## config.mk

```make
export PLATFORM = sky130hd
export DESIGN_NAME = memory_stage_flat
export DESIGN_NICKNAME = d
export VERILOG_FILES = /design/src/rtl/memory_stage_pkg.sv /design/src/rtl/memory_stage_if.sv /design/src/rtl/mem_timeout_counter.sv /design/src/rtl/memory_stage.sv /design/src/flat_wrapper.sv
export SDC_FILE = /design/constraint.sdc
export NUM_CORES = 1
export LEC_CHECK = 0
export ABC_AREA = 0
export CORE_AREA = 2 2 122 124
export DETAILED_ROUTE_END_ITERATION = 6
export DIE_AREA = 0 0 124 126
export PLACE_DENSITY_LB_ADDON = 0.3
export RECOVER_POWER = 50
export SYNTH_ARGS = -nofsm -noshare
export SYNTH_HDL_FRONTEND = slang
export SYNTH_SLANG_ARGS = --single-unit
```

## constraint.sdc

```tcl
create_clock -name clock -period 13.73 [get_ports clock]
set_input_delay 4.119 -clock clock [delete_from_list [all_inputs] [get_ports clock]]
set_output_delay 4.119 -clock clock [all_outputs]
set_load 0.01 [all_outputs]
```

## src/rtl/memory_stage_pkg.sv

```systemverilog
// Shared definitions for the memory stage: state encoding, datapath widths
// and the default access timeout.
package memory_stage_pkg;
  localparam int DATA_W              = 32;
  localparam int REG_IDX_W           = 5;
  localparam int MEM_TIMEOUT_DEFAULT = 16;

  typedef enum logic {
    IDLE = 1'b0,
    WAIT = 1'b1
  } state_t;
endpackage

```

## src/rtl/memory_stage_if.sv

```systemverilog
// Memory-side request/response bus between the memory stage (master) and
// the data memory or cache (slave).
interface memory_stage_if;
  import memory_stage_pkg::*;

  logic              mem_req;
  logic              mem_we;
  logic [DATA_W-1:0] mem_addr;
  logic [DATA_W-1:0] mem_wdata;
  logic [DATA_W-1:0] mem_rdata;
  logic              mem_ready;

  modport master (
    output mem_req, mem_we, mem_addr, mem_wdata,
    input  mem_rdata, mem_ready
  );

  modport slave (
    input  mem_req, mem_we, mem_addr, mem_wdata,
    output mem_rdata, mem_ready
  );
endinterface

```

## src/rtl/mem_timeout_counter.sv

```systemverilog
// Saturating cycle counter for a pending memory access; tc marks the last
// cycle the access is allowed to stay outstanding.
module mem_timeout_counter #(
  parameter int MAX = 16
) (
  input  logic clock,
  input  logic reset,
  input  logic clear,
  input  logic enable,
  output logic tc
);
  localparam int CNT_W = (MAX < 1) ? 1 : $clog2(MAX + 1);

  logic [CNT_W-1:0] count_q;

  always_ff @(posedge clock or posedge reset) begin
    if (reset) begin
      count_q <= '0;
    end else if (clear) begin
      count_q <= '0;
    end else if (enable && (count_q != CNT_W'(MAX))) begin
      count_q <= count_q + CNT_W'(1);
    end
  end

  // count_q equals the number of WAIT cycles already elapsed
  assign tc = (count_q == CNT_W'(MAX - 1));
endmodule

```

## src/rtl/memory_stage.sv

```systemverilog
// MEM pipeline stage: branch resolution, a single outstanding data-memory
// access with timeout, and the registered hand-off to write-back.
module memory_stage
  import memory_stage_pkg::*;
#(
  parameter int MEM_TIMEOUT = MEM_TIMEOUT_DEFAULT
) (
  input  logic                 clock,
  input  logic                 reset,
  input  logic                 valid_in,
  input  logic                 MemRead,
  input  logic                 MemWrite,
  input  logic                 Branch,
  input  logic                 MemtoReg,
  input  logic                 RegWrite,
  input  logic [DATA_W-1:0]    add_result,
  input  logic [DATA_W-1:0]    ALU_result,
  input  logic [DATA_W-1:0]    read_data_2,
  input  logic                 Zero,
  input  logic [REG_IDX_W-1:0] write_register_index,
  memory_stage_if.master       bus,
  output logic                 PCSrc,
  output logic [DATA_W-1:0]    branch_target,
  output logic                 stall,
  output logic                 mem_error,
  output logic                 wb_valid,
  output logic                 wb_RegWrite,
  output logic                 wb_MemtoReg,
  output logic [DATA_W-1:0]    wb_read_data,
  output logic [DATA_W-1:0]    wb_ALU_result,
  output logic [REG_IDX_W-1:0] wb_write_register_index
);
  state_t state_q;
  state_t state_d;
  logic   is_mem;
  logic   aligned;
  logic   tc;
  logic   issue;
  logic   complete;
  logic   timeout;
  logic   misalign;
  logic   retire_alu;
  logic   fail;
  logic   retire;

  assign PCSrc         = valid_in & Branch & Zero;
  assign branch_target = add_result;

  assign is_mem  = valid_in & (MemRead | MemWrite);
  assign aligned = (ALU_result[1:0] == 2'b00);

  mem_timeout_counter #(
    .MAX (MEM_TIMEOUT)
  ) u_timeout (
    .clock  (clock),
    .reset  (reset),
    .clear  (state_q == IDLE),
    .enable (state_q == WAIT),
    .tc     (tc)
  );

  always_ff @(posedge clock or posedge reset) begin
    if (reset) begin
      state_q <= IDLE;
    end else begin
      state_q <= state_d;
    end
  end

  always_comb begin
    state_d    = state_q;
    stall      = 1'b0;
    issue      = 1'b0;
    complete   = 1'b0;
    timeout    = 1'b0;
    misalign   = 1'b0;
    retire_alu = 1'b0;
    case (state_q)
      IDLE: begin
        if (valid_in && !is_mem) begin
          retire_alu = 1'b1;
        end else if (is_mem && aligned) begin
          issue   = 1'b1;
          stall   = 1'b1;
          state_d = WAIT;
        end else if (is_mem) begin
          misalign = 1'b1;
        end
      end
      WAIT: begin
        // Timeout retires the instruction, so upstream is released the same cycle
        if (bus.mem_ready) begin
          complete = 1'b1;
          state_d  = IDLE;
        end else if (tc) begin
          timeout = 1'b1;
          state_d = IDLE;
        end else begin
          stall = 1'b1;
        end
      end
      default: state_d = IDLE;
    endcase
  end

  assign fail   = misalign | timeout;
  assign retire = retire_alu | complete | fail;

  // Output registers: memory request and write-back hand-off
  always_ff @(posedge clock or posedge reset) begin
    if (reset) begin
      bus.mem_req             <= 1'b0;
      bus.mem_we              <= 1'b0;
      bus.mem_addr            <= '0;
      bus.mem_wdata           <= '0;
      mem_error               <= 1'b0;
      wb_valid                <= 1'b0;
      wb_RegWrite             <= 1'b0;
      wb_MemtoReg             <= 1'b0;
      wb_read_data            <= '0;
      wb_ALU_result           <= '0;
      wb_write_register_index <= '0;
    end else begin
      wb_valid <= retire;
      if (issue) begin
        bus.mem_req   <= 1'b1;
        bus.mem_we    <= MemWrite;
        bus.mem_addr  <= ALU_result;
        bus.mem_wdata <= read_data_2;
      end else if (complete || timeout) begin
        bus.mem_req <= 1'b0;
      end
      if (fail) begin
        mem_error <= 1'b1;
      end
      if (retire) begin
        wb_RegWrite             <= RegWrite & ~fail;
        wb_MemtoReg             <= MemtoReg;
        wb_ALU_result           <= ALU_result;
        wb_write_register_index <= write_register_index;
      end
      if (complete) begin
        wb_read_data <= bus.mem_rdata;
      end
    end
  end
endmodule

```

## src/flat_wrapper.sv

```systemverilog
// flat-port wrapper written by rule: the top's interface ports become plain ports
module memory_stage_flat import memory_stage_pkg::*;
#(
  parameter int MEM_TIMEOUT = MEM_TIMEOUT_DEFAULT
)
  (clock, reset, valid_in, MemRead, MemWrite, Branch, MemtoReg, RegWrite, add_result, ALU_result, read_data_2, Zero, write_register_index, PCSrc, branch_target, stall, mem_error, wb_valid, wb_RegWrite, wb_MemtoReg, wb_read_data, wb_ALU_result, wb_write_register_index, bus_mem_req, bus_mem_we, bus_mem_addr, bus_mem_wdata, bus_mem_rdata, bus_mem_ready);
  memory_stage_if bus_i ();
  input  logic clock;
  input  logic reset;
  input  logic valid_in;
  input  logic MemRead;
  input  logic MemWrite;
  input  logic Branch;
  input  logic MemtoReg;
  input  logic RegWrite;
  input  logic [DATA_W-1:0] add_result;
  input  logic [DATA_W-1:0] ALU_result;
  input  logic [DATA_W-1:0] read_data_2;
  input  logic Zero;
  input  logic [REG_IDX_W-1:0] write_register_index;
  output logic PCSrc;
  output logic [DATA_W-1:0] branch_target;
  output logic stall;
  output logic mem_error;
  output logic wb_valid;
  output logic wb_RegWrite;
  output logic wb_MemtoReg;
  output logic [DATA_W-1:0] wb_read_data;
  output logic [DATA_W-1:0] wb_ALU_result;
  output logic [REG_IDX_W-1:0] wb_write_register_index;
  output wire logic [$bits(bus_i.mem_req)-1:0] bus_mem_req;
  output wire logic [$bits(bus_i.mem_we)-1:0] bus_mem_we;
  output wire logic [$bits(bus_i.mem_addr)-1:0] bus_mem_addr;
  output wire logic [$bits(bus_i.mem_wdata)-1:0] bus_mem_wdata;
  input wire logic [$bits(bus_i.mem_rdata)-1:0] bus_mem_rdata;
  input wire logic [$bits(bus_i.mem_ready)-1:0] bus_mem_ready;
  assign bus_mem_req = bus_i.mem_req;
  assign bus_mem_we = bus_i.mem_we;
  assign bus_mem_addr = bus_i.mem_addr;
  assign bus_mem_wdata = bus_i.mem_wdata;
  assign bus_i.mem_rdata = bus_mem_rdata;
  assign bus_i.mem_ready = bus_mem_ready;
  memory_stage #(.MEM_TIMEOUT(MEM_TIMEOUT)) u_core (.clock(clock), .reset(reset), .valid_in(valid_in), .MemRead(MemRead), .MemWrite(MemWrite), .Branch(Branch), .MemtoReg(MemtoReg), .RegWrite(RegWrite), .add_result(add_result), .ALU_result(ALU_result), .read_data_2(read_data_2), .Zero(Zero), .write_register_index(write_register_index), .bus(bus_i), .PCSrc(PCSrc), .branch_target(branch_target), .stall(stall), .mem_error(mem_error), .wb_valid(wb_valid), .wb_RegWrite(wb_RegWrite), .wb_MemtoReg(wb_MemtoReg), .wb_read_data(wb_read_data), .wb_ALU_result(wb_ALU_result), .wb_write_register_index(wb_write_register_index));
endmodule
```

==> results.yml, run 1 <==
run_status:
  status: "complete, but fails checks"
  violations: "max-capacitance violations, max-slew violations"
layout:
  instances_no_fill: 788
  utilization: 0.620
  area.growth.synth_to_final_pct: 50.4
  final_area_sq_um: 8880
  drive_gt1_frac: 0.263
  layout.nets: 739
  diodes: 0
logic_synthesis:
  yosys-top-cells-count: "145 x dfrtp_1, 87 x mux2_2, 39 x mux2_4"
  ys_top_cells_by_area: "dfrtp_1 61%, mux2_2 17%, mux2_4 9.9%"
  ys_seq_area_frac: 0.615
  synth_top_area_frac: 0.615
  synth_top_area_cell: "dfrtp_1"
  syn-cell-area_sq_um: 5900
  ys_ff_latch: 145
  synth_ff_type: "dfrtp_1"
  synth_cell_types: 31
  yosysWarnings: 0
  synth-edff-count: 0
  synth_nets: 513
  synth_area_per_cell_sq_um: 16.1
  syn_inst: 367
  async_reset_ff_frac: 1.00
  yosysMostFrequentCell: "dfrtp_1"
route:
  drt_iter0_markers: 127
  ant_nets: 0
  vias: 3700
  routedWlPerCell_microns: 17.2
  drt_wl_total_microns: 13500
  first_pass_iters: 4
  via_per_inst: 4.70
  drc: 0
pwr:
  p_comb_frac: 0.280
  p_int_mw: 1.06
  swShare: 0.251
  pwr-share-seq: 0.405
  total_leakage_power_nw: 3.86
  p_sw_mw: 0.356
  ir_drop_mv: 0.0933
  p_clk_frac: 0.315
  power_density_nw_per_um2: 159
place:
  dp.cells: 758
  place_area_sq_um: 8320
  routabilityCongestion: 0.723
  io_buffers: 251
  dp_hpwl_microns: 9590
critical_path:
  reg2reg_from: "u_core.state_q$_DFF_PP0_"
  arrival_ps: 6110
  slowest_stage: "clkdlybuf4s50_1"
  cp-end-kind: "output port"
  cpPeakStageDelay_ps: 550
  crit_type: "primary input to output port"
  crit_fanout: 3
  worst_setup_path_start_kind: "primary input"
  required_ps: 9610
  ff2ff_path_depth: 4
  r2r-end: "u_core.wb_ALU_result[16]$_DFFE_PP0P_"
  cp-endpoint: "stall"
  path_cells: "dlygate4sd3_1 -> nor2b_1 -> nor3b_1 -> and2b_4 -> or2_0 -> clkdlybuf4s50_1"
  startpoint: "valid_in"
  rrSetupSlack_ps: 10410
timing:
  setup_tns_ps: 0
  rsz0062_at_grt: "false"
  fin_crit_sh: 0.745
  clock_skew_ps: 6.86
  max_slew_margin: -1.14
  fmax_mhz: 97.8
  hold_viol: 0
  finalSetupViolCount: 0
  drv_slew: 75
  max_slew.worst_pin.slew_ps: 3190
  period_minus_slack_ps: 10230
hold_path:
  hold_path_class: "register to register"
floorplanning:
  start_util: 0.412
  core_area_sq_um: 14300
  die_h_microns: 126
  rows: 44
  io-pin-count: 316
  die_w_microns: 124
  die_area_sq_um: 15600
clocking:
  cts_inserted_buffers: 17
  cts_setup_buffers: 0
  cts_hold_buf: 0
  cts_max_path_buffers: 2
  root_buffer: "clkbuf_16"
  clkSinkCount: 145
  clkLatencyLatePin_ps: 410
  path_clk_slew_ps: 60
  cts.htree.levels: 4
  cts_resized: 0
  cts_tree: "yes"
grt:
  grt_pass1_vias: 3957
  gr-total-overflow: 0
  grt_max_degree: 75
  antenna_found_initial: 0
  grt_pass1_wl_microns: 20900
  track_usage: 0.176
flow_run:
  maxCapViolations: 1
per-layer routing:
layer,track usage,vias to the layer above,part of all wire
met5,0,-,0
met2,0.289,172,0.49
li1,-,1701,-
met4,0.0681,0,0.020
met3,0.0770,27,0.10
met1,0.203,1800,0.39
how the worst min path moves through the flow:
stage,from,endpoint,slack [ps],cells after the start
detailed placement,u_core.mem_error$_DFFE_PP0P_,u_core.mem_error$_DFFE_PP0P_,460,1
finish,u_core.mem_error$_DFFE_PP0P_,u_core.mem_error$_DFFE_PP0P_,460,1
CTS,u_core.mem_error$_DFFE_PP0P_,u_core.mem_error$_DFFE_PP0P_,470,1
global route,u_core.mem_error$_DFFE_PP0P_,u_core.mem_error$_DFFE_PP0P_,480,1
global placement,u_core.mem_error$_DFFE_PP0P_,u_core.mem_error$_DFFE_PP0P_,450,1
floorplan,u_core.mem_error$_DFFE_PP0P_,u_core.mem_error$_DFFE_PP0P_,510,1
placed cells by master, fill, tap and decap left out, types with 2 or more instances in the layout:
cell,count
buf_4,2
nor2_1,3
nor3b_1,2
clkbuf_16,17
clkdlybuf4s50_1,130
and2_0,2
clkbuf_1,4
mux2_4,39
inv_1,4
bufinv_16,2
dfrtp_1,145
and3_1,4
clkbuf_8,4
nand3_1,2
nor2b_1,3
xnor2_1,2
nand2_1,4
clkinv_2,2
ha_1,3
dlygate4sd3_1,121
o21ai_0,2
a21boi_0,2
mux2_1,6
mux2_2,87
kinds of logic (layout without fill, tap and decap cells):
family          Yosys count  count (layout)  share of synthesized area
simple gates             25              25                     0.0252
fa+ha+maj                 3               3                    0.00636
mux                     133             133                      0.278
flops                   145             145                      0.615
buf+inv                  51             288                     0.0625
xor+xnor                  3               3                    0.00445
compound gates            7               7                    0.00848
registers in the layout (all words and copies together) (netlist names):
| signal | cells |
|---|---|
| u_core.wb_read_data | 32 |
| u_core.mem_error | 1 |
| u_core.wb_MemtoReg | 1 |
| u_core.bus.mem_req | 1 |
| u_core.u_timeout.count_q | 5 |
| u_core.wb_write_register_index | 5 |
| u_core.bus.mem_we | 1 |
| u_core.wb_ALU_result | 32 |
| u_core.wb_valid | 1 |
| u_core.wb_RegWrite | 1 |
| u_core.bus.mem_addr | 32 |
| u_core.bus.mem_wdata | 32 |
| u_core.state_q | 1 |
power groups by stage:
stage / registers (mW) / clock network (mW) / logic, mW
after CTS: 0.579 / 0.458 / 0.434
after floorplan: 0.627 / 0 / 0.135
after global routing: 0.588 / 0.481 / 0.423
after detailed placement: 0.584 / 0 / 0.432
after global placement: 0.579 / 0 / 0.427
final: 0.574 / 0.446 / 0.396
area by class of cell:
cell class / count / area, sq um
tap: 184 / 230
clock buffer: 25 / 495
sequential: 145 / 3630
fill: 1112 / 5430
inverter: 5 / 20.0
clock inverter: 5 / 77.6
multi-input combinational: 171 / 1900
timing repair buffer: 253 / 2530
worst max-delay path: cells and delay by family:
kind / cells / cell delay (ps)
buffers and inverters: 2 / 1080
and+or+nand+nor: 4 / 910
per-stage QoR:
stage                     power [mW]  setup WS, ps  hold WS, ps
after floorplan                0.761          4490          512
after global placement          1.01          3750          455
after detailed placement        1.02          3740          461
after CTS                       1.47          3730          474
after global routing            1.49          3340          476
final                           1.42          3500          465
(Power assumes the default switching activity.)
==> inputs of run 2 (changes only) <==
CORE_AREA = default   (was 2 2 122 124)
CORE_UTILIZATION = 39   (was default)
DIE_AREA = default   (was 0 0 124 126)
clock period = 10.2 ns   (was 13.73 ns; I/O delays follow)
==> run 2 against run 1 <==
Effect of this change: the run ends with design-rule violations, max-capacitance violations, max-slew violations left; first-iteration DRC count is 64% higher; clock power increased by 46%; power is 38% higher; clock skew hardly changed; sequential power grew 35%; cell area increased by 0.51%; routed wire length up 3.5%; critical endpoint unchanged; largest cell class unchanged.
==> results.yml, run 2 (synthesis results as in run 1) <==
run_status:
  status: "complete, but fails checks"
  violations: "design-rule violations, max-capacitance violations, max-slew violations"
timing:
  hold_viol: 0
  hold_slack_ps: 479
  setup_ws_ps: 2020
  clock_skew_ps: 7.35
  max_slew.worst_pin.slew_ps: 3010
  period_minus_slack_ps: 8180
  setup_tns_ps: 0
  fmax_mhz: 122
  fin_crit_sh: 0.802
  finalSetupViolCount: 0
  drv_slew: 72
  max_slew_margin: -1.02
  rsz0062_at_grt: "false"
place:
  dp_hpwl_microns: 9870
  dp.cells: 758
  io_buffers: 251
  routabilityCongestion: 0.746
  pre_cts_slack_ps: 2260
layout:
  area.growth.synth_to_final_pct: 51.2
  layout.nets: 739
  final_cell_mix: "145 x dfrtp_1, 127 x clkdlybuf4s50_1, 124 x dlygate4sd3_1, 87 x mux2_2, 39 x mux2_4"
  instances_no_fill: 789
  layout_commonest_cell: "dfrtp_1"
  diodes: 0
  drive_gt1_frac: 0.268
grt:
  grt_pass1_wl_microns: 22500
  antenna_found_initial: 0
  grt_max_degree: 76
  gr-total-overflow: 0
  track_usage: 0.189
  grt_pass1_vias: 4255
clocking:
  cts_max_path_buffers: 2
  clkSinkCount: 145
  cts_setup_buffers: 0
  path_clk_slew_ps: 50
  cts_hold_buf: 0
  root_buffer: "clkbuf_16"
  clkLatencyLatePin_ps: 410
  cts_tree: "yes"
  cts_resized: 0
  cts.htree.levels: 4
  cts_inserted_buffers: 17
flow_run:
  maxCapViolations: 1
floorplanning:
  core_area_sq_um: 14600
  die_h_microns: 125
  die_area_sq_um: 15600
  io-pin-count: 316
  start_util: 0.403
  rows: 44
  die_w_microns: 125
route:
  routedWlPerCell_microns: 17.8
  drc: 46
  vias: 3790
  drt_iter0_markers: 208
  drt_wl_total_microns: 14000
  via_per_inst: 4.80
  ant_nets: 0
  first_pass_iters: 6
critical_path:
  cp-end-kind: "output port"
  r2r-end: "u_core.wb_ALU_result[26]$_DFFE_PP0P_"
  arrival_ps: 5120
  required_ps: 7140
  crit_type: "primary input to output port"
  reg2reg_from: "u_core.state_q$_DFF_PP0_"
  crit_fanout: 3
  worst_setup_path_start_kind: "primary input"
  ff2ff_path_depth: 4
  rrSetupSlack_ps: 6760
hold_path:
  hold_path_class: "register to register"
  min-delay-start: "u_core.bus.mem_addr[19]$_DFFE_PP0P_"
  whs_path_depth: 1
  hold_path_end: "u_core.bus.mem_addr[19]$_DFFE_PP0P_"
pwr:
  report.power.total_mw: 1.96
  ir_drop_mv: 0.130
  power_density_nw_per_um2: 219
  total_leakage_power_nw: 3.89
==> run 2: layer usage <==
layer  GRT usage  share of wire  vias up
met2       0.317           0.51      193
li1            -              -     1685
met1       0.200           0.37     1882
met4      0.0890          0.020        0
met5           0              0        -
met3      0.0899           0.11       30
==> run 2: worst max-delay path: stages <==
cell and delay [ps]:
dlygate4sd3_1 550, nor2b_1 210, nor3b_1 360, and2b_4 230
or2_0 140, clkdlybuf4s50_1 560
==> run 2: metrics by stage <==
step	utilization	instance area (sq um)
2_1_floorplan	-	5900
3_3_place_gp	0.568	8320
3_5_place_dp	0.568	8320
4_1_cts	0.610	8940
5_1_grt	0.610	8930
6_report	0.610	8930
==> run 2: final cells by class <==
cell class | count | area, sq um
Multi-Input combinational cell | 171 | 1900
Clock inverter | 10 | 158
Tap cell | 184 | 230
Fill cell | 1140 | 5720
Inverter | 5 | 20.0
Clock buffer | 21 | 460
Timing Repair Buffer | 253 | 2530
Sequential cell | 145 | 3630
==> run 2: how the worst max path moves through the flow <==
stage,to,slack [ps],start,cells after the start
detailed placement,stall,2260,valid_in,6
floorplan,stall,3080,valid_in,6
CTS,stall,2250,valid_in,6
global placement,stall,2290,valid_in,6
finish,stall,2020,valid_in,6
global route,stall,1890,valid_in,6
==> run 2: power breakdown <==
group,switching [mW],internal [mW]
registers,0.0653,0.707
logic,0.198,0.336
clock network,0.231,0.420
